File: src/rtl/afpm_pkg.sv
// Shared types and constants for the logarithmic FP multiplier sequencer.
// Holds the sequencer state enum, pin/data widths and the FP16 quiet-NaN code.
package afpm_pkg;

    localparam int BYTE_W = 8;
    localparam int DATA_W = 16;

    localparam logic [15:0] FP16_QNAN = 16'h7E00;

    typedef enum logic [2:0] {
        S_IDLE,
        S_LOAD_HI,
        S_START,
        S_WAIT,
        S_OUT_LO,
        S_OUT_HI
    } state_e;

endpackage

File: src/rtl/afpm_wdog.sv
// Loadable down-counter watchdog for the multiplier wait phase.
// Ports: clk, rst_n (async low); load reloads CNT_MAX; en counts down;
// expire pulses in the last counting cycle (count == 1 while en).
module afpm_wdog #(
    parameter int CNT_MAX = 15
) (
    input  logic clk,
    input  logic rst_n,
    input  logic load,
    input  logic en,
    output logic expire
);

    localparam int CW = $clog2(CNT_MAX + 1);

    logic [CW-1:0] cnt_q, cnt_d;

    always_comb begin
        cnt_d = cnt_q;
        if (load) begin
            cnt_d = CW'(CNT_MAX);
        end else if (en && cnt_q != '0) begin
            cnt_d = cnt_q - 1'b1;
        end
    end

    always_ff @(posedge clk or negedge rst_n) begin
        if (!rst_n) begin
            cnt_q <= '0;
        end else begin
            cnt_q <= cnt_d;
        end
    end

    assign expire = en && (cnt_q == CW'(1));

endmodule

File: src/rtl/afpm_op_sequencer.sv
// Byte-wide front end for the 16-bit logarithmic FP multiplier core.
// Ports: clk, rst_n (async low), ena (freeze when low); byte_a/byte_b/
// byte_valid operand bytes (low byte first); clr clears sticky ovr;
// mul_a/mul_b/mul_start/mul_done/mul_result to the core; out_byte/
// out_valid/out_last/out_ready result bytes (low first); busy, ovr,
// err_timeout status. Macro AFPM_SEQ_TIMEOUT_EN adds a wait watchdog
// that substitutes qNaN when the core never signals done.
module afpm_op_sequencer #(
    parameter int DATA_W      = 16,
    parameter int BYTE_W      = 8,
    parameter int TIMEOUT_CYC = 15
) (
    input  logic              clk,
    input  logic              rst_n,
    input  logic              ena,
    input  logic [BYTE_W-1:0] byte_a,
    input  logic [BYTE_W-1:0] byte_b,
    input  logic              byte_valid,
    input  logic              clr,
    output logic [DATA_W-1:0] mul_a,
    output logic [DATA_W-1:0] mul_b,
    output logic              mul_start,
    input  logic              mul_done,
    input  logic [DATA_W-1:0] mul_result,
    output logic [BYTE_W-1:0] out_byte,
    output logic              out_valid,
    output logic              out_last,
    input  logic              out_ready,
    output logic              busy,
    output logic              ovr,
    output logic              err_timeout
);

    import afpm_pkg::*;

    state_e            state_q, state_d;
    logic [DATA_W-1:0] a_q, a_d;
    logic [DATA_W-1:0] b_q, b_d;
    logic [DATA_W-1:0] res_q, res_d;
    logic              ovr_q, ovr_d;
    logic              accepting;
    logic              tmo;

    assign accepting = (state_q == S_IDLE) || (state_q == S_LOAD_HI);

`ifdef AFPM_SEQ_TIMEOUT_EN
    logic wd_expire;

    afpm_wdog #(
        .CNT_MAX(TIMEOUT_CYC)
    ) u_wdog (
        .clk   (clk),
        .rst_n (rst_n),
        .load  (ena && state_q == S_START),
        .en    (ena && state_q == S_WAIT),
        .expire(wd_expire)
    );

    // A done arriving in the expiry cycle still wins over the watchdog.
    assign tmo = wd_expire && !mul_done;
`else
    logic unused_tmo_cfg;
    assign unused_tmo_cfg = ^TIMEOUT_CYC;
    assign tmo = 1'b0;
`endif

    always_comb begin
        state_d   = state_q;
        a_d       = a_q;
        b_d       = b_q;
        res_d     = res_q;
        ovr_d     = ovr_q;
        mul_start = 1'b0;
        out_valid = 1'b0;
        out_last  = 1'b0;
        out_byte  = '0;

        unique case (state_q)
            S_IDLE: begin
                if (ena && byte_valid) begin
                    a_d[BYTE_W-1:0] = byte_a;
                    b_d[BYTE_W-1:0] = byte_b;
                    state_d = S_LOAD_HI;
                end
            end
            S_LOAD_HI: begin
                if (ena && byte_valid) begin
                    a_d[DATA_W-1:BYTE_W] = byte_a;
                    b_d[DATA_W-1:BYTE_W] = byte_b;
                    state_d = S_START;
                end
            end
            S_START: begin
                mul_start = ena;
                if (ena) state_d = S_WAIT;
            end
            S_WAIT: begin
                if (ena && mul_done) begin
                    res_d   = mul_result;
                    state_d = S_OUT_LO;
                end else if (tmo) begin
                    res_d   = DATA_W'(FP16_QNAN);
                    state_d = S_OUT_LO;
                end
            end
            S_OUT_LO: begin
                out_valid = 1'b1;
                out_byte  = res_q[BYTE_W-1:0];
                if (ena && out_ready) state_d = S_OUT_HI;
            end
            S_OUT_HI: begin
                out_valid = 1'b1;
                out_last  = 1'b1;
                out_byte  = res_q[DATA_W-1:BYTE_W];
                if (ena && out_ready) state_d = S_IDLE;
            end
            default: state_d = S_IDLE;
        endcase

        // Overrun set is applied after clr so a fresh overrun wins.
        if (ena) begin
            if (clr) ovr_d = 1'b0;
            if (byte_valid && !accepting) ovr_d = 1'b1;
        end
    end

    always_ff @(posedge clk or negedge rst_n) begin
        if (!rst_n) begin
            state_q <= S_IDLE;
            a_q     <= '0;
            b_q     <= '0;
            res_q   <= '0;
            ovr_q   <= 1'b0;
        end else begin
            state_q <= state_d;
            a_q     <= a_d;
            b_q     <= b_d;
            res_q   <= res_d;
            ovr_q   <= ovr_d;
        end
    end

    assign mul_a       = a_q;
    assign mul_b       = b_q;
    assign busy        = (state_q != S_IDLE);
    assign ovr         = ovr_q;
    assign err_timeout = tmo;

endmodule

File: config.mk
export PLATFORM = sky130hd
export DESIGN_NAME = afpm_op_sequencer
export DESIGN_NICKNAME = d
export VERILOG_FILES = /design/src/rtl/afpm_pkg.sv /design/src/rtl/afpm_wdog.sv /design/src/rtl/afpm_op_sequencer.sv
export SDC_FILE = /design/constraint.sdc
export NUM_CORES = 1
export LEC_CHECK = 0
export CAP_MARGIN = 40
export CORE_MARGIN = 1
export CORE_UTILIZATION = 44
export DETAILED_ROUTE_END_ITERATION = 8
export PLACE_DENSITY = 0.8
export SKIP_CTS_REPAIR_TIMING = 1
export SYNTH_ARGS = -nofsm -noshare
export SYNTH_HDL_FRONTEND = slang
export SYNTH_SLANG_ARGS = --single-unit
File: constraint.sdc
create_clock -name clk -period 2.1 [get_ports clk]
set_input_delay 0.42 -clock clk [delete_from_list [all_inputs] [get_ports clk]]
set_output_delay 0.42 -clock clk [all_outputs]
set_load 0.05 [all_outputs]
==> results.cfg <==
[status]
status = completed

[floorplan]
die_w_um = 73.8
rows = 25
die-area_um2 = 5450
coreArea_um2 = 4850
boundaryPins = 85
die_y_um = 73.8
start_util_pct = 46.8

[routing]
met2_length_um = 2340
wl_met3_um = 368
highest_layer = met4
avgViaCountPerCell = 4.95
route.vias.total = 1530
drc = 0
drt-pass1-iter-count = 4
drtIter0Drc = 47
drt-wirelength-per-cell_um = 15.1
met1_length_um = 1890
totalWireLength_um = 4670
ant_nets = 0

[worst_setup_path]
crit_type = in -> out
start_kind = input pin
reg2reg_from = state_q[2]$_DFFE_PN0P_
arrival_ns = 1.53
path_max_fanout = 5
cp-startpoint = ena
required_ns = 1.68
end_kind = primary output

[synth]
ys_types = 28
ys_ff_latch = 52
yosysTopAreaCell = dfrtp_1
synth_edf_count = 0
synth_area_leaders = dfrtp_1 (57%), mux2_2 (19%), mux2_4 (6.6%)
ys.flop_type = dfrtp_1
yosysTopAreaCellShare_pct = 57.4
synth_nets = 193
ys_seq_area_share_pct = 57.4
syn_inst = 154
ys_warn_count = 0
postSynth.asyncResetShare_pct = 100
avgSynthCellArea_um2 = 14.7
syn_area_um2 = 2270

[layout]
utilization_pct = 69.8
diodes = 0
syn_to_final_growth_pct = 49.1
finalNonFillerCells = 309
nFillCells = 375
drive_gt1_share_pct = 35.1
stdcell_area_um2 = 3380
fin_nets = 280

[sta]
fmax_mhz = 513
slew_violations = 0
tns_ns = 0
setup_viol = 0
clock_skew_ns = 0.0148
setup_ws_ns = 0.151
slew-limit-headroom_pct = 58.2
period_needed_ns = 1.95
whs_ns = 0.199
hold_violations = 0
tightest_slew_ns = 0.627
rsz0062_at_grt = no
fin_crit_sh_pct = 92.8

[cts]
cts_root_buf = clkbuf_8
clockBufferDepth = 2
htreeDepth = 2
cts_tree = built
cts-buffers-inserted = 5
cts_sinks = 52
clock_latency_ns = 0.32
clk_pin_slew_ns = 0.11

[power]
power.total_mw = 5.68
ir_drop_mv = 0.616
power.density_nw_per_um2 = 1680
power.leakage_nw = 1.47

[place]
place.gp.congestion = 0.814
dp_hpwl_um = 3490
port_buffers = 83
dp.cells = 301
post-place-ws_ns = -0.00990
postPlaceCellArea_um2 = 3280

[global_route]
grt_pass1_wl_um = 7600
overflow = 0
grt_max_degree = 53
grt_use_total_pct = 18.7
first_global_vias = 1604
antenna_found_initial = 0

[hold_path]
hold_path_class = in -> async

[job]
maxCapViolations = 0
==> cell type report <==
cell class	instances	area [µm²]	area share [%]
Sequential cell	52	1300	38.5
Tap cell	67	83.8	2.48
Inverter	2	7.51	0.222
Multi-Input combinational cell	89	873	25.8
Clock inverter	3	27.5	0.814
Clock buffer	5	68.8	2.03
Timing Repair Buffer	91	1020	30.1
==> cell usage in the layout (no fill, tap or decap), drive strengths merged, types with 2 or more instances in the layout <==
cell type / instances
mux2: 49
o21ai: 2
clkbuf: 5
clkdlybuf4s50: 70
inv: 3
nand2: 5
nor2: 10
nand3: 2
mux2i: 8
dfrtp: 52
buf: 21
==> metal layers <==
layer,GRT usage (%),vias to the layer above
met5,0,-
met1,22.4,757
met2,31.4,55
met3,5.49,7
met4,7.69,0
li1,-,711
==> critical path, stage by stage <==
cell	delay, ns
clkdlybuf4s50_1	0.54
buf_4	0.16
nand2_1	0.06
nor3_2	0.18
buf_12	0.17
==> cell families after synthesis <==
kind of cell	share of synthesized area (%)
compound gates	1.88
buf+inv	4.52
flops	57.4
mux	29.5
other cells	0.165
simple gates	6.56
==> path summary, 6_finish.rpt <==
| path | to | slack, ns | cells after the start |
|---|---|---|---|
| max in group asynchronous | state_q[2]$_DFFE_PN0P_ | 1.44 | 2 |
| min | mul_b[4]$_DFFE_PN0P_ | 0.20 | 2 |
| max reg2reg | mul_a[1]$_DFFE_PN0P_ | 0.45 | 2 |
| min in group clk | ovr$_DFFE_PN0P_ | 0.49 | 2 |
| max | mul_start | 0.15 | 5 |
| min reg2reg | ovr$_DFFE_PN0P_ | 0.49 | 2 |
==> cells in the mapped netlist, types with 2 or more instances <==
master / number
dfrtp_1: 52
buf_4: 4
mux2_4: 10
o21ai_0: 2
mux2_2: 38
nor2_1: 10
inv_1: 2
buf_6: 3
nand2_1: 4
mux2i_1: 8
nand3_1: 2
clkbuf_1: 3
==> sequential cells by signal (all words and copies together), names as in the netlist <==
signal,flops
mul_a,16
mul_b,16
res_q,16
state_q,3
ovr,1
==> power breakdown <==
part / leakage, nW / internal (mW) / switching, mW
logic: 0.803 / 1.39 / 1.91
registers: 0.625 / 1.50 / 0.292
clock network: 0.0463 / 0.245 / 0.345
(Power assumes the default switching activity.)
